--- src/rtl/dmem_arbiter.sv ---
// Data-memory arbiter between the MEM stage and an auxiliary requester.
// Fixed CPU priority with aux anti-starvation, access timeout and sticky err.
module dmem_arbiter #(
  parameter int TIMEOUT      = 15,
  parameter int AUX_WAIT_MAX = 4
) (
  input  logic        clk,
  input  logic        reset,
  input  logic        cpu_rd,
  input  logic        cpu_wr,
  input  logic [15:0] cpu_addr,
  input  logic [15:0] cpu_wdata,
  output logic [15:0] cpu_rdata,
  output logic        cpu_stall,
  input  logic        aux_req,
  input  logic        aux_we,
  input  logic [15:0] aux_addr,
  input  logic [15:0] aux_wdata,
  output logic        aux_gnt,
  output logic        aux_done,
  output logic [15:0] aux_rdata,
  output logic        mem_en,
  output logic        mem_we,
  output logic [15:0] mem_addr,
  output logic [15:0] mem_wdata,
  input  logic [15:0] mem_rdata,
  input  logic        mem_ready,
  output logic        err
);

  localparam int WW = (TIMEOUT < 2) ? 1 : $clog2(TIMEOUT);
  localparam logic [WW-1:0] TLAST = WW'(TIMEOUT - 1);
  localparam logic [2:0] SMAX = 3'(AUX_WAIT_MAX);

  typedef enum logic [1:0] {
    IDLE,
    CPU_ACC,
    AUX_ACC,
    CPU_DONE
  } state_t;

  state_t        state, state_n;
  logic [WW-1:0] wait_cnt, wait_n;
  logic [2:0]    starve_cnt, starve_n;
  logic          mem_en_n, mem_we_n;
  logic [15:0]   mem_addr_n, mem_wdata_n;
  logic [15:0]   cpu_rdata_n, aux_rdata_n;
  logic          aux_gnt_n, aux_done_n, err_n;
  logic          cpu_req, starved, finish;
  logic [15:0]   rdata;

  assign cpu_req   = cpu_rd | cpu_wr;
  assign starved   = aux_req && (starve_cnt == SMAX);
  assign cpu_stall = cpu_req && (state != CPU_DONE);
  assign finish    = mem_ready || (wait_cnt == TLAST);
  assign rdata     = mem_ready ? mem_rdata : 16'hFFFF;

  always_comb begin
    state_n     = state;
    wait_n      = wait_cnt;
    starve_n    = starve_cnt;
    mem_en_n    = mem_en;
    mem_we_n    = mem_we;
    mem_addr_n  = mem_addr;
    mem_wdata_n = mem_wdata;
    cpu_rdata_n = cpu_rdata;
    aux_rdata_n = aux_rdata;
    aux_gnt_n   = aux_gnt;
    aux_done_n  = 1'b0;
    err_n       = err;
    unique case (state)
      IDLE: begin
        if (cpu_req && !starved) begin
          state_n     = CPU_ACC;
          wait_n      = '0;
          mem_en_n    = 1'b1;
          mem_we_n    = cpu_wr;
          mem_addr_n  = cpu_addr;
          mem_wdata_n = cpu_wdata;
          if (aux_req && starve_cnt != SMAX)
            starve_n = starve_cnt + 3'd1;
        end else if (aux_req) begin
          state_n     = AUX_ACC;
          wait_n      = '0;
          starve_n    = '0;
          aux_gnt_n   = 1'b1;
          mem_en_n    = 1'b1;
          mem_we_n    = aux_we;
          mem_addr_n  = aux_addr;
          mem_wdata_n = aux_wdata;
        end
      end
      CPU_ACC, AUX_ACC: begin
        if (finish) begin
          mem_en_n = 1'b0;
          mem_we_n = 1'b0;
          if (!mem_ready)
            err_n = 1'b1;
          if (state == CPU_ACC) begin
            state_n     = CPU_DONE;
            cpu_rdata_n = rdata;
          end else begin
            state_n     = IDLE;
            aux_rdata_n = rdata;
            aux_done_n  = 1'b1;
            aux_gnt_n   = 1'b0;
          end
        end else begin
          wait_n = wait_cnt + 1'b1;
        end
      end
      CPU_DONE: state_n = IDLE;
      default: state_n = IDLE;
    endcase
  end

  always_ff @(posedge clk or negedge reset) begin
    if (!reset) begin
      state      <= IDLE;
      wait_cnt   <= '0;
      starve_cnt <= '0;
      mem_en     <= 1'b0;
      mem_we     <= 1'b0;
      mem_addr   <= '0;
      mem_wdata  <= '0;
      cpu_rdata  <= '0;
      aux_rdata  <= '0;
      aux_gnt    <= 1'b0;
      aux_done   <= 1'b0;
      err        <= 1'b0;
    end else begin
      state      <= state_n;
      wait_cnt   <= wait_n;
      starve_cnt <= starve_n;
      mem_en     <= mem_en_n;
      mem_we     <= mem_we_n;
      mem_addr   <= mem_addr_n;
      mem_wdata  <= mem_wdata_n;
      cpu_rdata  <= cpu_rdata_n;
      aux_rdata  <= aux_rdata_n;
      aux_gnt    <= aux_gnt_n;
      aux_done   <= aux_done_n;
      err        <= err_n;
    end
  end

endmodule

--- config.mk ---
export PLATFORM = sky130hd
export DESIGN_NAME = dmem_arbiter
export DESIGN_NICKNAME = d
export VERILOG_FILES = /design/src/rtl/dmem_arbiter.sv
export SDC_FILE = /design/constraint.sdc
export NUM_CORES = 1
export LEC_CHECK = 0
export CAP_MARGIN = 30
export CELL_PAD_IN_SITES_DETAIL_PLACEMENT = 2
export CELL_PAD_IN_SITES_GLOBAL_PLACEMENT = 2
export CORE_AREA = 8 8 129 131
export CTS_BUF_LIST = sky130_fd_sc_hd__clkbuf_4
export DETAILED_ROUTE_END_ITERATION = 8
export DIE_AREA = 0 0 137 139
export PLACE_DENSITY_LB_ADDON = 0.1
export SLEW_MARGIN = 5
export SYNTH_ARGS = -nofsm -noshare
export SYNTH_HDL_FRONTEND = slang
export SYNTH_SLANG_ARGS = --single-unit
export TNS_END_PERCENT = 5
--- constraint.sdc ---
create_clock -name clk -period 2.5 [get_ports clk]
set_clock_uncertainty 0.2 [all_clocks]
set_input_delay 0.375 -clock clk [delete_from_list [all_inputs] [get_ports clk]]
set_output_delay 0.375 -clock clk [all_outputs]
set_load 0.005 [all_outputs]
==> out/results.tsv, run 1 <==
stage	metric	value	unit
outcome	outcome	complete, no violations	
setup_path	crit path cell chain	ha_1 -> nor2_1 -> clkdlybuf4s50_1	
layout	Diodes inserted	0	
logic_synthesis	EDFF count, synth	0	
layout	fillers	1629	
layout	Area Growth Syn to Fin	56.66	%
setup_path	Crit-path slowest cell	clkdlybuf4s50_1	
detailed_routing	First DRT Iteration DRCs	74	
clock_tree	Clock Sinks	78	
logic_synthesis	XOR/XNOR share of the synthesized area	0	%
logic_synthesis	share of flip-flops with an asynchronous set or reset	100.0	%
setup_path	Top delay family on crit path	buffers and inverters	
sta	final worst setup slack	168.4	ps
clock_tree	CTS tree	done	
setup_path	Crit Reg-Reg Startpoint	state[0]	
place	setup slack after placement	211.3	ps
setup_path	Crit. path cell count	3	
logic_synthesis	Mapped Nets	453	
sta	Slew Viols, Final	0	
sta	RSZ-0062 raised after global routing	no	
floorplanning	Initial Utilization	24.39	%
clock_tree	Post-CTS Resized	0	
floorplanning	I/O pin total	157	
floorplanning	core area	14750	sq um
clock_tree	H-tree Lvls	3	
setup_path	crit path buf inv count	1	
clock_tree	Clock transition at path regs	130	ps
clock_tree	CTS Buf Count	9	
setup_path	Data arrival, critical path	1760	ps
logic_synthesis	fraction of the mapped netlist area in adder cells	3.130	%
clock_tree	CTS Buffer Depth	2	
detailed_routing	Wirelength per Cell	17.50	um
logic_synthesis	post-synthesis instance total	357	
place	RePlAce Congestion	0.7271	
clock_tree	post-CTS setup buffers	0	
grt	largest net degree at the start of global routing	65	
grt	All-Layer GR Usage	13.37	%
grt	first-pass GRT wire length	19.78	mm
setup_path	Worst path max stage delay	500	ps
layout	ratio of cells with drive above 1 in the final layout	7.457	%
logic_synthesis	Cell Area, Synth	3597	sq um
logic_synthesis	Synth cell types	39	
grt	initial antenna violation count	0	
sta	worst slew pin tran	572.7	ps
sta	count of final hold-check violations	0	
logic_synthesis	compound-cell area share of the yosys netlist	13.91	%
logic_synthesis	Seq cells post-synth	78	
run	Max-Cap Viols	0	
setup_path	critical path class	reg2out	
sta	Finish-stage setup viols	0	
detailed_routing	routed wire length	12.45	mm
sta	FMAX	428.9	MHz
grt	vias in the first global route	3698	
power	Leak	2.384	nW
grt	grt ovf	0	
detailed_routing	via count	3222	
setup_path	CP Capture Type	output port	
layout	nets@finish	614	
logic_synthesis	mux contribution to synthesized area	8.904	%
sta	setup TNS	0	ps
logic_synthesis	Main synth FF type	dfrtp_1	
detailed_routing	Routed Antenna Nets	0	
worst_hold_path	Hold Path Class	in2async	
sta	fin crit share	93.26	%
sta	Slew HR	61.82	%
setup_path	CP Max Fanout	6	
detailed_routing	DR pass1 iterations	4	
clock_tree	root buf cell	clkbuf_4	
setup_path	R2R Path End	mem_en	
logic_synthesis	largest family of logic cells by synthesized area	simple AND/OR/NAND/NOR gates	
detailed_routing	drt via density	4.532	
logic_synthesis	simple-gate share of the synthesized area	14.50	%
layout	commonest non-fill, non-tap cells in the layout	clkdlybuf4s50_1 (155), dfrtp_1 (78), nand2_1 (56), nor2_1 (42), mux2i_1 (32)	
setup_path	R2R cell count	6	
floorplanning	DIE WIDTH	137	um
setup_path	data required time of the worst path	1920	ps
sta	fin crit period	2332	ps
power	pwr dens	1119	nW/um^2
place	post-DP HPWL	9.758	mm
logic_synthesis	Syn. warnings	0	
clock_tree	clk_lat worst skew	430	ps
clock_tree	Hold-fix buffers, CTS	1	
setup_path	r2r setup slk	380	ps
logic_synthesis	syn_area_per_cell	10.08	sq um
layout	most common cell after layout, fill and taps aside	clkdlybuf4s50_1	
floorplanning	# rows	45	
place	Port Buf Inserts	156	
floorplanning	Die Area	19040	sq um
power	Peak supply drop	337.7	uV
detailed_routing	DRC violations left	0	
floorplanning	Die Y	139	um
setup_path	CP Launch Type	register	
logic_synthesis	sequential area share after synthesis	54.26	%
## report_power, final
group          leakage, nW  internal (mW)  switching, mW
Clock                0.117          0.719          0.459
Sequential           0.929           1.83          0.337
Combinational         1.34           1.59           1.37
Total                 2.38           4.14           2.16
## metal layers
layer	wire [um]	GRT usage [%]
met3	1359	6.196
met4	191	5.092
met1	5182	15.71
met5	0	0
met2	5711	20.68
## synth_stat cells, types with 4 or more instances
cell type	n	share of area [%]
a21oi_1	19	2.6
buf_6	7	2.2
clkbuf_1	6	0.63
o31ai_1	4	0.83
o21ai_0	26	3.6
mux2i_1	32	8.9
nor2_1	42	4.4
inv_1	9	0.94
buf_2	5	0.70
ha_1	9	3.1
nand2_1	56	5.8
dfrtp_1	78	54
buf_4	4	0.83
o21ai_1	28	3.9
## worst max path at each step
stage,end,start
after CTS,cpu_stall,state[0]
after floorplan,cpu_rdata[0],state[0]
final,cpu_stall,state[0]
after global routing,cpu_stall,state[0]
after global placement,mem_wdata[7],cpu_wr
after detailed placement,mem_wdata[6],cpu_wr
## cell type report
class | count | area [sq um] | area share, %
Clock inverter | 6 | 157.7 | 2.798
Clock buffer | 10 | 75.07 | 1.332
Tap cell | 188 | 235.2 | 4.174
Timing Repair Buffer | 172 | 1719 | 30.51
Multi-Input combinational cell | 248 | 1463 | 25.95
Sequential cell | 78 | 1952 | 34.64
Inverter | 9 | 33.78 | 0.5995
## stage by stage
step                      hold slack [ps]  utilization [%]  cell area [sq um]  std cells  power (mW)
after floorplan                    -120.6                -               3597        357       3.528
after global placement              215.3            36.56               5393        694       5.141
after detailed placement            214.1            36.56               5393        694       5.260
after CTS                           242.9            38.20               5635        711       6.484
after global routing                273.8            38.20               5635        711       6.852
final                               259.9            38.20               5635        711       6.308
## sequential cells by signal (all words and copies together), names as in the netlist
name / flops
err: 1
mem_en: 1
aux_gnt: 1
wait_cnt: 4
mem_addr: 16
aux_done: 1
aux_rdata: 16
cpu_rdata: 16
mem_we: 1
starve_cnt: 3
mem_wdata: 16
state: 2
## logic make-up (layout without fill, tap and decap cells)
group,count (synthesis),after routing
adder cells (fa/ha/maj),9,9
AO/OA/AOI/OAI,90,90
multiplexers,32,32
AND/OR/NAND/NOR,117,117
flip-flops,78,78
buffers and inverters,31,197
Power figures use the tool's default switching activity.
==> inputs of run 2 (changes only) <==
- GPL_TIMING_DRIVEN: unset -> 0
==> run 2 against run 1 <==
Final area fell by 0.67%. Count of clock-buffer cells in the layout shrank 1. Largest cell class unchanged. Non-clock buffer count up 8.
==> out/results.tsv, run 2 (synthesis results as in run 1) <==
stage	metric	value	unit	change
outcome	outcome	complete, no violations		unchanged
power	Leak	2.375	nW	was 2.384 nW
sta	Slew HR	59.90	%	was 61.82%
layout	Area Growth Syn to Fin	55.62	%	was 56.66%
worst_hold_path	Hold Path Class	in2async		unchanged
sta	worst slew pin tran	601.5	ps	was 572.7 ps
setup_path	R2R cell count	7		was 6
place	dpl cells	702		was 694
detailed_routing	Routed Antenna Nets	0		unchanged
clock_tree	Clock transition at path regs	150	ps	was 130 ps
layout	nets@finish	622		was 614
power	Peak supply drop	341.4	uV	was 337.7 uV
setup_path	CP Launch Type	register		unchanged
layout	footprint of the multi-input gates	1455	sq um	was 1463 sq um
grt	grt ovf	0		unchanged
grt	initial antenna violation count	0		unchanged
sta	Finish-stage setup viols	0		unchanged
floorplanning	DIE WIDTH	137	um	unchanged
floorplanning	I/O pin total	157		unchanged
layout	most common cell after layout, fill and taps aside	clkdlybuf4s50_1		unchanged
layout	commonest non-fill, non-tap cells in the layout	clkdlybuf4s50_1 (155), dfrtp_1 (77), nand2_1 (56), nor2_1 (42), mux2i_1 (32)		was clkdlybuf4s50_1 (155), dfrtp_1 (78), nand2_1 (56), nor2_1 (42), mux2i_1 (32)
floorplanning	Die Y	139	um	unchanged
clock_tree	H-tree Lvls	3		unchanged
grt	All-Layer GR Usage	13.95	%	was 13.37%
layout	Register Area	1953	sq um	was 1952 sq um
place	setup slack after placement	57.97	ps	was 211.3 ps
setup_path	data required time of the worst path	1920	ps	about the same
setup_path	Critical Path End	cpu_stall		unchanged
detailed_routing	DRC violations left	0		unchanged
power	Pwr Total	6.137	mW	was 6.308 mW
setup_path	Data arrival, critical path	1790	ps	was 1760 ps
sta	FMAX	422.4	MHz	was 428.9 MHz
detailed_routing	First DRT Iteration DRCs	108		was 74
layout	Diodes inserted	0		unchanged
floorplanning	Die Area	19040	sq um	unchanged
detailed_routing	DR pass1 iterations	4		unchanged
setup_path	R2R Path End	aux_rdata[8]		was mem_en
setup_path	CP Capture Type	output port		unchanged
grt	vias in the first global route	3805		was 3698
detailed_routing	via count	3275		was 3222
sta	fin crit share	94.70	%	was 93.26%
layout	fillers	1635		was 1629
layout	ratio of cells with drive above 1 in the final layout	7.910	%	was 7.457%
clock_tree	post-CTS setup buffers	0		unchanged
floorplanning	core area	14750	sq um	unchanged
clock_tree	CTS tree	done		unchanged
sta	RSZ-0062 raised after global routing	no		unchanged
detailed_routing	routed wire length	13.04	mm	was 12.45 mm
floorplanning	# rows	45		unchanged
clock_tree	CTS Buf Count	9		unchanged
setup_path	CP Max Fanout	6		unchanged
sta	fin crit period	2368	ps	was 2332 ps
layout	Non-Filler Instances	719		was 711
run	Max-Cap Viols	0		unchanged
place	post-DP HPWL	10.37	mm	was 9.758 mm
grt	first-pass GRT wire length	20.65	mm	was 19.78 mm
clock_tree	root buf cell	clkbuf_4		unchanged
detailed_routing	drt via density	4.555		was 4.532
floorplanning	Initial Utilization	24.39	%	unchanged
sta	count of final hold-check violations	0		unchanged
power	pwr dens	1096	nW/um^2	was 1119 nW/um^2
sta	Slew Viols, Final	0		unchanged
clock_tree	Clock Sinks	78		unchanged
setup_path	critical path class	reg2out		unchanged
sta	final worst setup slack	132.4	ps	was 168.4 ps
place	RePlAce Congestion	0.7182		was 0.7271
grt	largest net degree at the start of global routing	51		was 65
clock_tree	CTS Buffer Depth	2		unchanged
setup_path	r2r setup slk	240	ps	was 380 ps
clock_tree	clk_lat worst skew	450	ps	was 430 ps
sta	worst hold margin	174.0	ps	was 259.9 ps
setup_path	worst setup path startpoint	state[0]		unchanged
setup_path	Crit Reg-Reg Startpoint	wait_cnt[0]		was state[0]
place	Port Buf Inserts	156		unchanged
detailed_routing	Wirelength per Cell	18.14	um	was 17.50 um
[run 2: changes by cell type in the layout (fill, tap and decap cells not counted), moves of 3 or more]
cell,before,now
buf_4,13,5
buf_12,3,0
clkinv_4,0,4
bufinv_16,5,2
buf_6,0,7
clkbuf_1,0,5
buf_2,0,5
[run 2: final cells by class]
type                    count  share of cell area (%)
well taps                 188                   4.202
multi-input cells         248                   25.99
clock buffers               9                   1.207
inverters                   9                  0.6035
repair buffers            158                   28.52
flip-flops and latches     78                   34.89
clock inverters             7                   1.766
plain buffers              22                   2.816
[run 2: power by group]
| part | total (mW) | internal (mW) | switching, mW |
|---|---|---|---|
| registers | 2.18 | 1.84 | 0.343 |
| logic | 3.05 | 1.63 | 1.42 |
| clock network | 0.903 | 0.409 | 0.495 |
| total | 6.14 | 3.88 | 2.26 |
[run 2: timing repair]
item,in CTS,in global routing
hold buffers,1,0
setup endpoints to repair,0,16
hold endpoints to repair,28,0
resized for setup,0,3
[run 2: routing by layer]
| layer | global-route usage [%] | wire length, um | part of all wire, % | vias to the layer above |
|---|---|---|---|---|
| met3 | 6.957 | 1469 | 11 | 10 |
| met1 | 15.15 | 5243 | 40 | 1599 |
| met4 | 5.149 | 175 | 1.3 | 0 |
| met2 | 22.76 | 6154 | 47 | 111 |
| li1 | - | - | - | 1555 |
| met5 | 0 | 0 | 0 | - |
[run 2: worst min path at each step]
stage / from / endpoint / cells after the start
after CTS: reset / wait_cnt[2] / 2
after floorplan: reset / aux_done / 0
final: reset / wait_cnt[2] / 2
after global routing: reset / wait_cnt[2] / 2
after global placement: err / err / 1
after detailed placement: reset / wait_cnt[2] / 1
[run 2: per-stage QoR]
step	utilization, %	cell area [sq um]	setup TNS, ps
floorplan	-	3597	0
global placement	36.56	5394	-179340
detailed placement	36.73	5419	0
CTS	37.93	5595	0
global route	37.95	5598	0
finish	37.95	5598	0
[run 2: critical path, stage by stage, from the launching register on]
cell,delay [ps]
dfrtp_2,480
ha_1,220
nor2_1,120
clkdlybuf4s50_1,510
